File: src/rtl/atm_pkg.sv
// Purpose: shared types and constants for the PIN entry front end of the password checker.
// Latency: n/a (declarations only).
// Backpressure: n/a (declarations only).
package atm_pkg;

    // Controller states, in the order a normal session walks through them.
    typedef enum logic [2:0] {
        IDLE,
        ENTRY,
        CHECK,
        GRANTED,
        LOCKED
    } state_t;

    // Keypad codes above the decimal digits. Codes 0xD-0xF have no function.
    localparam logic [3:0] KEY_CLEAR  = 4'hA;
    localparam logic [3:0] KEY_ENTER  = 4'hB;
    localparam logic [3:0] KEY_LOGOUT = 4'hC;

    // True for a decimal digit key (0-9).
    function automatic logic is_digit(input logic [3:0] code);
        return (code <= 4'd9);
    endfunction

endpackage

File: src/rtl/cycle_timer.sv
// Purpose: loadable down-counter; done flags that the count has reached zero.
// Latency: load/decrement take effect on the next rising edge; done is decoded from the count.
// Backpressure: none; the count holds at zero instead of wrapping.
//
// Ports:
//   Clock, Reset   - sole clock, synchronous active-high reset (count -> 0)
//   load, load_val - reload the count; load wins over en
//   en             - decrement by one while the count is non-zero
//   done           - count is zero
module cycle_timer #(
    parameter int WIDTH = 8
) (
    input  logic             Clock,
    input  logic             Reset,
    input  logic             load,
    input  logic [WIDTH-1:0] load_val,
    input  logic             en,
    output logic             done
);

    logic [WIDTH-1:0] count;

    always_ff @(posedge Clock) begin
        if (Reset) begin
            count <= '0;
        end else if (load) begin
            count <= load_val;
        end else if (en && (count != '0)) begin
            count <= count - WIDTH'(1);
        end
    end

    assign done = (count == '0);

endmodule

File: src/rtl/pin_entry_controller.sv
// Purpose: collects keypad digits into a PIN, submits it to the checker, tracks failures and lockout.
// Latency: every output is registered; Submit rises the cycle after ENTER and lasts CHECK_WAIT cycles.
// Backpressure: none; keys that are not meaningful in the current state are dropped.
//
// Ports:
//   Clock, Reset      - sole clock, synchronous active-high reset with priority over everything
//   KeyValid, KeyCode - one-cycle keypad strobe and its code (digits, CLEAR, ENTER, LOGOUT)
//   PassAuthorized    - checker verdict, combinational from Password/Submit
//   Password, Submit  - assembled PIN (first digit in the top nibble) and the check request
//   DigitCount        - digits entered so far
//   SessionOpen       - access granted, session active
//   Reject            - one-cycle pulse for a failed check
//   LockedOut         - too many consecutive failures, keypad disabled
//   FailCount         - consecutive failed checks, saturating at MAX_TRIES
module pin_entry_controller
    import atm_pkg::*;
#(
    parameter int PIN_DIGITS    = 1,
    parameter int MAX_TRIES     = 3,
    parameter int LOCK_CYCLES   = 1000,
    parameter int ENTRY_TIMEOUT = 500,
    parameter int CHECK_WAIT    = 1,
    localparam int PW_W = 4 * PIN_DIGITS,
    localparam int DC_W = $clog2(PIN_DIGITS + 1),
    localparam int FC_W = $clog2(MAX_TRIES + 1)
) (
    input  logic            Clock,
    input  logic            Reset,
    input  logic            KeyValid,
    input  logic [3:0]      KeyCode,
    input  logic            PassAuthorized,
    output logic [PW_W-1:0] Password,
    output logic            Submit,
    output logic [DC_W-1:0] DigitCount,
    output logic            SessionOpen,
    output logic            Reject,
    output logic            LockedOut,
    output logic [FC_W-1:0] FailCount
);

    // Timers are loaded with (duration - 1) and expire on the edge where they
    // read zero, so the expiring edge is exactly `duration` edges after loading.
    localparam int ET_W = (ENTRY_TIMEOUT > 1) ? $clog2(ENTRY_TIMEOUT) : 1;
    localparam int LT_W = (LOCK_CYCLES   > 1) ? $clog2(LOCK_CYCLES)   : 1;
    localparam int CW_W = (CHECK_WAIT    > 1) ? $clog2(CHECK_WAIT)    : 1;

    localparam logic [ET_W-1:0] ENTRY_RELOAD = ET_W'(ENTRY_TIMEOUT - 1);
    localparam logic [LT_W-1:0] LOCK_RELOAD  = LT_W'(LOCK_CYCLES - 1);
    localparam logic [CW_W-1:0] CHECK_RELOAD = CW_W'(CHECK_WAIT - 1);
    localparam logic [DC_W-1:0] DIGITS_FULL  = DC_W'(PIN_DIGITS);
    localparam logic [FC_W-1:0] TRIES_LIMIT  = FC_W'(MAX_TRIES);

    state_t          state;
    logic [CW_W-1:0] check_cnt;

    logic entry_load;
    logic entry_en;
    logic entry_done;
    logic lock_load;
    logic lock_en;
    logic lock_done;
    logic pin_full;
    logic check_last;
    logic [FC_W-1:0] fail_next;

    assign pin_full   = (DigitCount == DIGITS_FULL);
    assign check_last = (state == CHECK) && (check_cnt == '0);
    assign fail_next  = (FailCount == TRIES_LIMIT) ? FailCount : FailCount + FC_W'(1);

    // Any key while collecting digits restarts the idle window; only key-free
    // cycles in ENTRY count towards the timeout. A key on the expiring edge
    // therefore reloads the timer and is processed normally.
    assign entry_load = KeyValid && ((state == IDLE) || (state == ENTRY));
    assign entry_en   = (state == ENTRY) && !KeyValid;

    // Loaded on every failed sample; it is only observed once in LOCKED.
    assign lock_load = check_last && !PassAuthorized;
    assign lock_en   = (state == LOCKED);

    cycle_timer #(.WIDTH(ET_W)) u_entry_timer (
        .Clock    (Clock),
        .Reset    (Reset),
        .load     (entry_load),
        .load_val (ENTRY_RELOAD),
        .en       (entry_en),
        .done     (entry_done)
    );

    cycle_timer #(.WIDTH(LT_W)) u_lock_timer (
        .Clock    (Clock),
        .Reset    (Reset),
        .load     (lock_load),
        .load_val (LOCK_RELOAD),
        .en       (lock_en),
        .done     (lock_done)
    );

    always_ff @(posedge Clock) begin
        if (Reset) begin
            state       <= IDLE;
            check_cnt   <= '0;
            Password    <= '0;
            Submit      <= 1'b0;
            DigitCount  <= '0;
            SessionOpen <= 1'b0;
            Reject      <= 1'b0;
            LockedOut   <= 1'b0;
            FailCount   <= '0;
        end else begin
            Reject <= 1'b0;
            case (state)
                IDLE: begin
                    // Password is already zero here, so the digit lands in the LSB nibble.
                    if (KeyValid && is_digit(KeyCode)) begin
                        Password   <= PW_W'(KeyCode);
                        DigitCount <= DC_W'(1);
                        state      <= ENTRY;
                    end
                end

                ENTRY: begin
                    if (KeyValid) begin
                        if (is_digit(KeyCode)) begin
                            if (!pin_full) begin
                                Password   <= (Password << 4) | PW_W'(KeyCode);
                                DigitCount <= DigitCount + DC_W'(1);
                            end
                        end else if (KeyCode == KEY_CLEAR) begin
                            Password   <= '0;
                            DigitCount <= '0;
                            state      <= IDLE;
                        end else if ((KeyCode == KEY_ENTER) && pin_full) begin
                            Submit    <= 1'b1;
                            check_cnt <= CHECK_RELOAD;
                            state     <= CHECK;
                        end
                    end else if (entry_done) begin
                        // Abandoned entry: same effect as CLEAR.
                        Password   <= '0;
                        DigitCount <= '0;
                        state      <= IDLE;
                    end
                end

                CHECK: begin
                    // Password stays put for the whole Submit window; the
                    // verdict is taken on the edge that ends the last cycle.
                    if (check_cnt != '0) begin
                        check_cnt <= check_cnt - CW_W'(1);
                    end else begin
                        Submit <= 1'b0;
                        if (PassAuthorized) begin
                            FailCount   <= '0;
                            SessionOpen <= 1'b1;
                            state       <= GRANTED;
                        end else begin
                            Reject     <= 1'b1;
                            FailCount  <= fail_next;
                            Password   <= '0;
                            DigitCount <= '0;
                            if (fail_next == TRIES_LIMIT) begin
                                LockedOut <= 1'b1;
                                state     <= LOCKED;
                            end else begin
                                state <= IDLE;
                            end
                        end
                    end
                end

                GRANTED: begin
                    // Password is kept: downstream identifies the account from it.
                    if (KeyValid && (KeyCode == KEY_LOGOUT)) begin
                        Password    <= '0;
                        DigitCount  <= '0;
                        SessionOpen <= 1'b0;
                        state       <= IDLE;
                    end
                end

                LOCKED: begin
                    if (lock_done) begin
                        LockedOut <= 1'b0;
                        FailCount <= '0;
                        state     <= IDLE;
                    end
                end

                default: begin
                    state <= IDLE;
                end
            endcase
        end
    end

endmodule
File: config.mk
export PLATFORM = sky130hd
export DESIGN_NAME = pin_entry_controller
export DESIGN_NICKNAME = d
export VERILOG_FILES = /design/src/rtl/atm_pkg.sv /design/src/rtl/cycle_timer.sv /design/src/rtl/pin_entry_controller.sv
export SDC_FILE = /design/constraint.sdc
export NUM_CORES = 1
export LEC_CHECK = 0
export ABC_AREA = 1
export ABC_CLOCK_PERIOD_IN_PS = 4050
export CAP_MARGIN = 40
export CORE_MARGIN = 2
export CORE_UTILIZATION = 30
export CTS_CLUSTER_DIAMETER = 40
export CTS_CLUSTER_SIZE = 25
export DETAILED_ROUTE_END_ITERATION = 6
export SETUP_SLACK_MARGIN = 0.05
export SYNTH_ARGS = -nofsm -noshare
export SYNTH_HDL_FRONTEND = slang
export SYNTH_SLANG_ARGS = --single-unit
File: constraint.sdc
create_clock -name Clock -period 4.05 [get_ports Clock]
set_clock_uncertainty 0.1 [all_clocks]
set_input_delay 0.405 -clock Clock [delete_from_list [all_inputs] [get_ports Clock]]
set_output_delay 0.405 -clock Clock [all_outputs]
set_load 0.02 [all_outputs]
==> metrics.yaml <==
run_status:
  outcome: "completed"
timing:
  maxSlewHeadroom_pct: 67.9
  setup_viol: 0
  hold_viol_final: 0
  drv_slew: 0
  worst_pin_slew_ns: 0.481
  fin_tns_setup_ns: 0
  rsz0062_at_grt: "no"
  finalCritPeriodShare_pct: 47.7
  max_freq_mhz: 518
  fin_crit_ns: 1.93
power:
  cellLeakagePower_nw: 0.955
  p_int_mw: 0.560
  seqPwrFrac_pct: 43.6
  ir_drop_v: 0.000199
  p_sw_mw: 0.297
  switching_share_pct: 34.7
  p_comb_share_pct: 28.1
  power_density_nw_per_um2: 387
  clockPowerShare_pct: 28.4
die:
  die-height_um: 83.0
  start_util_pct: 31.3
  rows: 28
  pin_count: 19
  die_w_um: 83.0
  core_area_um2: 5990
  dieArea_um2: 6890
logic_synthesis:
  netlist.area_leader.share_pct: 35.3
  synthesis.nets: 305
  synth_top_cell_by_area: "dfxtp_1"
  synth.area.top_cells: "dfxtp_1, nand2_1, nor2_1"
  synth_area_um2: 1870
  synth_seq_cells: 33
  ys_warn_count: 0
  yosysUniqueCellTypes: 27
  netlist_instances: 295
  ys_seq_area_share_pct: 35.3
  synthesis.area_per_instance_um2: 6.35
cts:
  cts_resized: 0
  cts_tree: "done"
  cts_max_level: 2
  tritoncts.num_buffers: 5
  clk_pin_slew_ns: 0.06
  cts_buffer_depth: 2
  clk_latency_ns: 0.29
  postCtsSetupRepairBufs: 0
  cts_sinks: 33
  root_buffer: "clkbuf_8"
  ctsHoldBuffers: 0
worst_setup_path:
  cp.required_ns: 4.12
  cp.arrival_ns: 2.00
  endpoint_kind: "flop"
  cp-start-kind: "input pin"
  critPathKind: "in2reg"
  cp_max_fo: 6
grt:
  grt_pass1_vias: 1694
  antenna_found_initial: 0
  grt_start_max_net_pins: 22
  grt-ovfl-total: 0
  grt_use_total_pct: 12.8
  grt_pass1_wl_um: 7330
final_layout:
  fin_area_um2: 2210
  drive_above_1_share_pct: 7.26
  antenna_cells: 0
  fillCellCount: 635
  area_growth_pct: 18.2
  final_common_cell: "nand2_1"
  fin_nets: 326
  layout_common_cells: "nand2_1, nor2_1, inv_1"
drt:
  drc_errors: 0
  ant_nets: 0
  drt_iter0_drc: 110
  vias_per_cell: 4.78
  wl_um: 4190
  via_count: 1872
  firstDrtPassIters: 4
  wl_per_cell_um: 10.7
placement:
  portBuffers: 18
  dp_hpwl_um: 3070
  globalplace.congestion: 0.907
  placed_area_um2: 2130
worst_hold_path:
  worstHoldPathType: "reg2reg"
job:
  cap_violations: 0
==> final timing paths <==
| check | endpoint | from | slack [ns] | cells after the start |
|---|---|---|---|---|
| worst max-delay path | Password[1] | KeyCode[3] | 2.12 | 10 |
| worst min register to register | u_entry_timer.count[8] | u_entry_timer.count[8] | 0.36 | 2 |
| worst min-delay path | u_entry_timer.count[8] | u_entry_timer.count[8] | 0.36 | 2 |
| worst max register to register | Password[2] | u_entry_timer.count[0] | 2.13 | 11 |
==> cell usage after synthesis <==
library cell / n
o211ai_1: 2
nor4_1: 1
a211oi_1: 2
nand3_1: 30
inv_2: 3
a31oi_1: 2
inv_1: 38
nand2_1: 66
nor2_1: 46
o22ai_1: 2
nand3b_1: 2
clkbuf_1: 3
nor2_4: 2
ha_1: 2
nand2_4: 1
nor2_2: 4
nand4_1: 10
nand2_2: 2
dfxtp_1: 33
a21oi_1: 21
buf_2: 1
o21ai_2: 1
o21ai_0: 12
nor3_1: 4
nand3_2: 2
nor3b_1: 2
buf_4: 1
==> registers in the layout, summed over array words and instances, names as in the netlist <==
name / cells
u_entry_timer.count: 9
DigitCount: 1
state: 3
LockedOut: 1
u_lock_timer.count: 10
Submit: 1
SessionOpen: 1
FailCount: 2
Reject: 1
Password: 4
==> metal layers <==
layer	vias up	GRT usage (%)	wire [um]
met1	819	16.6	2180
met3	8	3.28	174
met2	43	19.7	1750
li1	1002	-	-
met5	-	0	0
met4	0	5.81	80
==> power groups by stage <==
stage	logic (mW)	clock network [mW]	registers, mW
2_1_floorplan	0.160	0	0.390
3_3_place_gp	0.239	0	0.380
3_5_place_dp	0.239	0	0.380
4_1_cts	0.240	0.256	0.372
5_1_grt	0.271	0.269	0.376
6_report	0.241	0.243	0.373
==> per-stage QoR <==
| stage | setup slack (ns) | power [mW] | util, % | hold slack, ns | std cells |
|---|---|---|---|---|---|
| final | 2.12 | 0.857 | 36.9 | 0.363 | 392 |
| after global routing | 1.89 | 0.916 | 36.9 | 0.373 | 392 |
| after CTS | 2.10 | 0.869 | 36.9 | 0.364 | 392 |
| after detailed placement | 1.87 | 0.619 | 35.6 | 0.354 | 384 |
| after global placement | 1.91 | 0.619 | 35.6 | 0.353 | 384 |
| after floorplan | 2.39 | 0.550 | - | 0.339 | 295 |
==> cell families (layout without fill, tap and decap cells) <==
| kind of cell | Yosys count | count (layout) | synth area share [%] |
|---|---|---|---|
| compound gates | 42 | 42 | 12.2 |
| flops | 33 | 33 | 35.3 |
| fa+ha+maj | 2 | 2 | 1.34 |
| buf+inv | 46 | 68 | 9.49 |
| simple gates | 172 | 172 | 41.7 |
==> layout make-up <==
type | count | area, um2 | area share, %
clock buffers | 6 | 72.6 | 3.28
inverters | 41 | 154 | 6.95
multi-input cells | 216 | 1030 | 46.7
flip-flops and latches | 33 | 661 | 29.8
clock inverters | 2 | 10.0 | 0.452
repair buffers | 19 | 188 | 8.48
well taps | 75 | 93.8 | 4.24
==> worst max-delay path, cell delays in order <==
cell             delay, ns
clkdlybuf4s50_1       0.55
nand2_1               0.13
inv_1                 0.07
nand3_1               0.08
nand2_1               0.16
nand2_1               0.07
nor2_1                0.22
nand3_1               0.18
nand2_1               0.09
a21oi_1               0.06
No activity file was read; power rests on OpenSTA's default activity.
